===== src/rtl/seg7_pkg.sv =====
// Shared definitions for the serial seven-segment frame scheduler.
package seg7_pkg;

  localparam int SEG7_FRAME_W   = 64;
  localparam int SEG7_BIT_CNT_W = 6;

  typedef enum logic [1:0] {
    ST_IDLE     = 2'd0,
    ST_SHIFT_LO = 2'd1,
    ST_SHIFT_HI = 2'd2,
    ST_LATCH    = 2'd3
  } seg7_state_e;

endpackage


===== src/rtl/seg7_rr_arb2.sv =====
// Two-way round-robin arbiter: a lone valid wins, contention goes to the
// requester that was not granted last.
module seg7_rr_arb2 (
  input  logic       valid0,
  input  logic       valid1,
  input  logic       last_grant,
  input  logic       enable,
  output logic [1:0] grant
);

  // NOTE: assigning a default first keeps this combinational block free of latches.
  always_comb begin
    grant = 2'b00;
    if (enable) begin
      if (valid0 && (!valid1 || last_grant)) begin
        grant = 2'b01;
      end else if (valid1) begin
        grant = 2'b10;
      end
    end
  end

endmodule


===== src/rtl/seg7_frame_sched.sv =====
// Accepts one 64-bit frame at a time from two requesters and shifts it
// MSB-first onto the SEGLED chain, then strobes the latch enable.
module seg7_frame_sched
  import seg7_pkg::*;
#(
  parameter int DIV       = 8,
  parameter int LATCH_CYC = 4
) (
  input  logic                    clk,
  input  logic                    rst_n,
  input  logic                    req0_valid,
  input  logic [SEG7_FRAME_W-1:0] req0_data,
  output logic                    req0_ready,
  input  logic                    req1_valid,
  input  logic [SEG7_FRAME_W-1:0] req1_data,
  output logic                    req1_ready,
  output logic                    busy,
  output logic                    last_grant,
  output logic                    SEGLED_CLK,
  output logic                    SEGLED_DO,
  output logic                    SEGLED_PEN,
  output logic                    SEGLED_CLR
);

  localparam logic [7:0] DIV_M1   = 8'(DIV - 1);
  localparam logic [7:0] LATCH_M1 = 8'(LATCH_CYC - 1);

  seg7_state_e               state_q, state_d;
  logic [SEG7_FRAME_W-1:0]   sr_q, sr_d;
  logic [SEG7_BIT_CNT_W-1:0] bit_cnt_q, bit_cnt_d;
  logic [7:0]                phase_q, phase_d;
  logic                      last_grant_q, last_grant_d;
  logic                      busy_q, busy_d;
  logic                      sclk_q, sclk_d;
  logic                      do_q, do_d;
  logic                      pen_q, pen_d;
  logic                      clr_q, clr_d;
  logic [1:0]                grant;

  seg7_rr_arb2 u_arb (
    .valid0     (req0_valid),
    .valid1     (req1_valid),
    .last_grant (last_grant_q),
    .enable     (state_q == ST_IDLE),
    .grant      (grant)
  );

  assign req0_ready = grant[0];
  assign req1_ready = grant[1];

  always_comb begin
    state_d      = state_q;
    sr_d         = sr_q;
    bit_cnt_d    = bit_cnt_q;
    phase_d      = phase_q;
    last_grant_d = last_grant_q;
    sclk_d       = sclk_q;
    do_d         = do_q;
    pen_d        = pen_q;
    clr_d        = 1'b1;

    unique case (state_q)
      ST_IDLE: begin
        pen_d = 1'b1;
        if (|grant) begin
          last_grant_d = grant[1];
          sr_d         = grant[1] ? req1_data : req0_data;
          bit_cnt_d    = '1;
          pen_d        = 1'b0;
          do_d         = sr_d[SEG7_FRAME_W-1];
          sclk_d       = 1'b0;
          phase_d      = DIV_M1;
          state_d      = ST_SHIFT_LO;
        end
      end
      ST_SHIFT_LO: begin
        if (phase_q == 8'd0) begin
          sclk_d  = 1'b1;
          phase_d = DIV_M1;
          state_d = ST_SHIFT_HI;
        end else begin
          phase_d = phase_q - 8'd1;
        end
      end
      ST_SHIFT_HI: begin
        if (phase_q == 8'd0) begin
          sclk_d = 1'b0;
          if (bit_cnt_q != '0) begin
            // Rotate rather than shift: the bit leaving the top is already on DO.
            sr_d      = {sr_q[SEG7_FRAME_W-2:0], sr_q[SEG7_FRAME_W-1]};
            do_d      = sr_q[SEG7_FRAME_W-2];
            bit_cnt_d = bit_cnt_q - 1'b1;
            phase_d   = DIV_M1;
            state_d   = ST_SHIFT_LO;
          end else begin
            do_d    = 1'b0;
            phase_d = LATCH_M1;
            state_d = ST_LATCH;
          end
        end else begin
          phase_d = phase_q - 8'd1;
        end
      end
      ST_LATCH: begin
        if (phase_q == 8'd0) begin
          pen_d   = 1'b1;
          state_d = ST_IDLE;
        end else begin
          phase_d = phase_q - 8'd1;
        end
      end
      default: state_d = ST_IDLE;
    endcase

    busy_d = (state_d != ST_IDLE);
  end

  // NOTE: sequential state uses non-blocking assignments so every flop samples pre-edge values.
  always_ff @(posedge clk or negedge rst_n) begin
    if (!rst_n) begin
      state_q      <= ST_IDLE;
      sr_q         <= '0;
      bit_cnt_q    <= '0;
      phase_q      <= '0;
      last_grant_q <= 1'b1;
      busy_q       <= 1'b0;
      sclk_q       <= 1'b0;
      do_q         <= 1'b0;
      pen_q        <= 1'b0;
      clr_q        <= 1'b0;
    end else begin
      state_q      <= state_d;
      sr_q         <= sr_d;
      bit_cnt_q    <= bit_cnt_d;
      phase_q      <= phase_d;
      last_grant_q <= last_grant_d;
      busy_q       <= busy_d;
      sclk_q       <= sclk_d;
      do_q         <= do_d;
      pen_q        <= pen_d;
      clr_q        <= clr_d;
    end
  end

  assign busy       = busy_q;
  assign last_grant = last_grant_q;
  assign SEGLED_CLK = sclk_q;
  assign SEGLED_DO  = do_q;
  assign SEGLED_PEN = pen_q;
  assign SEGLED_CLR = clr_q;

endmodule


===== config.mk =====
export PLATFORM = sky130hd
export DESIGN_NAME = seg7_frame_sched
export DESIGN_NICKNAME = d
export VERILOG_FILES = /design/src/rtl/seg7_pkg.sv /design/src/rtl/seg7_rr_arb2.sv /design/src/rtl/seg7_frame_sched.sv
export SDC_FILE = /design/constraint.sdc
export NUM_CORES = 1
export LEC_CHECK = 0
export CORE_UTILIZATION = 44
export CTS_CLUSTER_SIZE = 24
export DETAILED_ROUTE_END_ITERATION = 7
export PLACE_DENSITY_LB_ADDON = 0.2
export SETUP_SLACK_MARGIN = 0.1
export SYNTH_ARGS = -nofsm -noshare
export SYNTH_HDL_FRONTEND = slang
export SYNTH_SLANG_ARGS = --single-unit

===== constraint.sdc =====
create_clock -name clk -period 2.1 [get_ports clk]
set_input_delay 0.42 -clock clk [delete_from_list [all_inputs] [get_ports clk]]
set_output_delay 0.42 -clock clk [all_outputs]
set_load 0.01 [all_outputs]

; ---- Word-level counts from Yosys, hierarchy flattened
; Index checks and enable logic that the tools add are counted.
; Widths: inputs -> output; s select.
[word_totals]
register_bits = 86
latchBits = 0
mem_bits_rw = 0
mem_bits_ro = 0
input_bits = 132
out_inout_bits = 8
wordCells = 72
n_memories = 0
[classes]
add_sub_neg = 2
mul = 0
n_div = 0
n_lt_le_gt_ge = 0
eq_ne = 9
n_shift = 0
mux = 34
n_bitwise = 0
n_reduce_logical = 17
[ops]
columns = operator, n
row1 = $mux 64, 4
row2 = $pmux 64 s2, 1
row3 = $mux 8, 4
row4 = $pmux 8 s4, 1
row5 = $mux 6, 3
row6 = $mux 2, 8
row7 = $ne 2x2->1 const B, 6
row8 = $pmux 6 s2, 1
row9 = $logic_not 8->1, 1
row10 = $pmux 2 s4, 1
row11 = $reduce_and 4->1, 2
row12 = $sub 8x1->8 const B, 1
row13 = $mux 1, 7
row14 = $reduce_and 2->1, 3
row15 = $reduce_bool 2->1, 3
row16 = $reduce_bool 6->1, 1
row17 = $sub 6x1->6 const B, 1
row18 = $eq 2x2->1 const B, 2
row19 = $pmux 1 s2, 2
row20 = $mux 3, 1
row21 = $pmux 1 s3, 1
row22 = $reduce_and 3->1, 1
row23 = $reduce_bool 3->1, 1
row24 = $eq 2x1->1 const B, 1
row25 = 5 further kinds, 5

; ---- Logic depth before layout (Yosys ltp)
[logic_depth]
depth_word = 9
depth_mapped = 9
depth_no_buf = 7

; ---- By module
; Synthesis repeated with hierarchy kept, for this count alone.
[unflattened]
hier_cells = 421
hier_area_um2 = 4498.1
[by_module_without_submodules]
columns = mod, instances, cells_per_inst, area_each_um2, seq_area_each_um2
row1 = seg7_frame_sched, 1, 416, 4476.8, 2153.3
row2 = seg7_rr_arb2, 1, 5, 21.3, 0.0

; ---- Least setup slack after synthesis
; Ideal clock, no wire load.
[synth_path]
path_type = register to register
startpoint = register phase_q[0]
endpoint = register sr_q[52]
setup_ns = 0.127
arrival_time_ns = 2.123
required_time_ns = 1.973
setup_slack_ns = -0.150
path_stages_with_launch = 10
n_path_buf = 2
synth_period_minus_slack_ns = 2.250
path_cell_list = dfrtp_1 inv_1 ha_1 or4b_4 a211oi_2 a21boi_2 nor2_4 buf_8 buf_8 mux2_1
[synth_via]
elab_chain_cells = 3
[synth_lines]
columns = element, line
row1 = start: declaration, seg7_frame_sched.sv:31  ; logic [7:0] phase_q, phase_d;
row2 = start signal: assignment, seg7_frame_sched.sv:135  ; phase_q <= phase_d;
row3 = $logic_not 8->1, seg7_frame_sched.sv:86  ; if (phase_q == 8'd0) begin
row4 = $ne 2x2->1 (no line), -
row5 = $reduce_and 4->1 (no line), -
row6 = end signal: assignment, seg7_frame_sched.sv:133  ; sr_q <= sr_d;
row7 = end: declaration, seg7_frame_sched.sv:29  ; logic [SEG7_FRAME_W-1:0] sr_q, sr_d;
; No other way between the ends.
; A chain may end at the register's enable or synchronous reset.

; ---- Worst setup path after layout
[layout_path]
startpoint = register phase_q[0]
endpoint = register sr_q[7]
; Same word-level chain as after synthesis.

==> results.json <==
{
  "drcViolationCount": 0,
  "track_usage": 0.2142,
  "antenna_found_initial": 0,
  "holdWs_ns": 0.07050,
  "synth_warnings": 0,
  "rr_endpoint": "sr_q[7]$_DFFE_PN0P_",
  "crit_fanout": 11,
  "drive_above_1_share": 0.2244,
  "rows": 38,
  "syn2layout_area_growth_pct": 46.17,
  "gp_congestion": 0.8532,
  "power_mw": 6.755,
  "antenna_cells": 0,
  "synth.cell_area_um2": 5079,
  "ys.flop_type": "dfrtp_1",
  "crit_top_cell": "buf_12",
  "power.density_nw_per_um2": 910.0,
  "max_slew_margin": 0.5370,
  "ir_drop_mv": 0.9044,
  "synthCells": 476,
  "min_period_ns": 2.294,
  "crit_path_end_kind": "flip-flop",
  "slew_violations": 0,
  "synth.avg_cell_area_um2": 10.67,
  "die_y_um": 109.4,
  "clkLatencyLatePin_ns": 0.34,
  "holdCritPathClass": "in -> async",
  "fin_worst_skew_ns": 0.009586,
  "leakage_nw": 3.494,
  "synth_area_leaders": "dfrtp_1 (42%), mux2i_1 (13%), mux2_4 (12%), o21ai_0 (7.3%), nand2_1 (6.0%)",
  "rsz0062_at_grt": "true",
  "violations": "negative setup slack",
  "syn_nets": 611,
  "period_share": 1.092,
  "fp.coreArea_um2": 11030,
  "status": "finished, violations left",
  "cts_buffers": 9,
  "worstSetupStartpointType": "flip-flop",
  "numPlacedInstances": 773,
  "synth_cell_types": 51,
  "cts_buffer_depth": 2,
  "ys_seq_elements": 86,
  "max_stage_delay_ns": 0.47,
  "numClockSinks": 86,
  "die_area_um2": 11980,
  "yosysSeqAreaShare": 0.4240,
  "grt_max_degree": 71,
  "hold_viol_final": 0,
  "grt_pass1_wl_um": 19670,
  "crit_path_top_delay_cell": "or4b_4",
  "synth-edff-count": 0,
  "port_buffers": 139,
  "die_w_um": 109.4,
  "firstDrtPassIters": 4,
  "synth_area_leader_cell": "dfrtp_1",
  "cp_cell_sequence": "inv_2 > ha_4 > or4b_4 > a211oi_4 > a21boi_2 > nor2_4 > buf_12 > buf_12 > mux2_2",
  "grt_pass1_vias": 4210,
  "antenna_left": 0,
  "clock-root-buffer": "clkbuf_16",
  "critical_path_arrival_ns": 2.51,
  "cp.required_ns": 2.32,
  "hold_buffers": 0,
  "totalWireLength_um": 12370,
  "io_pins": 140,
  "crit_type": "reg -> reg",
  "overflow": 0,
  "setup_viol": 67,
  "final_net_count": 785,
  "drt_iter0_markers": 153,
  "path_clk_slew_ns": 0.07,
  "synth_top_area_frac": 0.4188,
  "num_vias": 4153,
  "start_util": 0.4604,
  "cts_tree": "done",
  "rr_worst_depth": 9,
  "cts-htree-levels": 3,
  "max_freq_mhz": 436.0,
  "layout.cells.non_filler": 795,
  "final_util": 0.6730,
  "vias_per_cell": 5.224,
  "post_drt_wl_per_cell_um": 15.56,
  "crit-reg2reg-launch": "phase_q[0]$_DFFE_PN0P_",
  "tightest_slew_ns": 0.6881,
  "layout_setup_ws_ns": -0.1935,
  "maxCapViolCount": 0,
  "reg2reg_slack_ns": -0.19,
  "async_flop_share": 1.000,
  "dp_hpwl_um": 8928
}
timing repair:
| item | in CTS | in global routing |
|---|---|---|
| pin swaps | 5 | 3 |
| gates cloned | 1 | 0 |
| endpoints found under the setup margin | 81 | 81 |
| buffers inserted | 4 | 1 |
| gates resized for setup | 24 | 5 |
worst max path at each step:
stage	from	to	cells past startpoint
3_3_place_gp	req1_valid	SEGLED_DO$_DFFE_PN0P_	6
2_1_floorplan	phase_q[0]$_DFFE_PN0P_	sr_q[52]$_DFFE_PN0P_	9
6_report	phase_q[0]$_DFFE_PN0P_	sr_q[7]$_DFFE_PN0P_	9
3_5_place_dp	req1_valid	phase_q[2]$_DFFE_PN0P_	6
5_1_grt	phase_q[0]$_DFFE_PN0P_	sr_q[4]$_DFFE_PN0P_	9
4_1_cts	phase_q[0]$_DFFE_PN0P_	sr_q[8]$_DFFE_PN0P_	9
worst max-delay path, delay by kind of cell, from the launching register on:
family / cells / cell delay [ns]
AND/OR/NAND/NOR: 2 / 0.59
buffers and inverters: 3 / 0.41
flip-flops: 1 / 0.39
multiplexers: 1 / 0.33
AO/OA/AOI/OAI: 2 / 0.33
adder cells (fa/ha/maj): 1 / 0.13
state kept, by name, summed over array words and instances, names as in the netlist:
name        flops
sr_q           64
phase_q         8
bit_cnt_q       6
state_q         2
SEGLED_CLK      1
SEGLED_CLR      1
SEGLED_DO       1
SEGLED_PEN      1
busy            1
last_grant      1
cells by family after synthesis:
group | Yosys count | synth area share
and+or+nand+nor | 116 | 0.1010
adders and majority gates | 3 | 0.007392
xor gates and xnor gates | 5 | 0.008622
AOI/OAI and AO/OA | 99 | 0.1138
DFF | 86 | 0.4240
other | 1 | 0.0007384
muxes | 127 | 0.2954
buffers and inverters | 39 | 0.04903
cell usage in the layout (no fill, tap or decap), types with 2 or more instances in the layout:
cell / instances
buf_4: 42
a2111oi_4: 2
clkinvlp_4: 2
mux2i_1: 64
a21oi_1: 5
nor3_1: 4
a21boi_0: 2
mux2_4: 48
clkbuf_16: 9
buf_12: 11
a22o_1: 3
nor4_1: 2
ha_1: 2
dlygate4sd2_1: 2
nand2_1: 81
inv_1: 6
mux2_1: 4
o21ai_0: 74
nor2_1: 8
nand2b_1: 2
mux2_2: 11
xor2_1: 4
clkdlybuf4s50_1: 135
inv_2: 2
clkbuf_8: 2
dfrtp_1: 85
nor2_4: 3
nand3_1: 3
nand3b_1: 2
nor4b_1: 2
cells in the mapped netlist (all sizes together), types with 2 or more instances:
| library cell | n |
|---|---|
| ha | 3 |
| xor2 | 4 |
| a2111oi | 2 |
| nor2b | 2 |
| nand3b | 2 |
| nor2 | 11 |
| nand2b | 2 |
| nor4b | 2 |
| nand2 | 81 |
| a21oi | 5 |
| mux2 | 63 |
| inv | 8 |
| nor4 | 2 |
| a21boi | 3 |
| nor3 | 5 |
| dfrtp | 85 |
| clkbuf | 12 |
| buf | 19 |
| nand3 | 4 |
| a22o | 3 |
| a31oi | 2 |
| mux2i | 64 |
| o21ai | 75 |
where the power goes:
group          internal [mW]  switching, mW
Combinational           1.52           1.06
Sequential              2.21          0.327
Clock                  0.991          0.646
Total                   4.72           2.03
stage by stage:
stage                     setup TNS, ns  cell area [um^2]  setup slack [ns]
after global placement           -10.03              6949           -0.1888
after floorplan                  -7.588              5079           -0.1503
after global routing             -15.43              7423           -0.2628
after detailed placement         -14.30              6949           -0.2950
final                            -10.66              7423           -0.1935
after CTS                        -8.783              7398           -0.1660
area by class of cell:
class                           count  area (um^2)
Multi-Input combinational cell    351         2786
Tap cell                          140        175.2
Inverter                            8        30.03
Fill cell                         877         3607
Sequential cell                    86         2153
Clock inverter                      4        53.80
Clock buffer                       12        256.5
Timing Repair Buffer              194         1968
per-layer routing:
metal,track usage,routed length [um],up-vias
met1,0.2603,5269,2017
met5,0,0,-
met4,0.04952,136,0
li1,-,-,2022
met3,0.05157,630,14
met2,0.3823,6335,100
No activity file was read; power rests on OpenSTA's default activity.
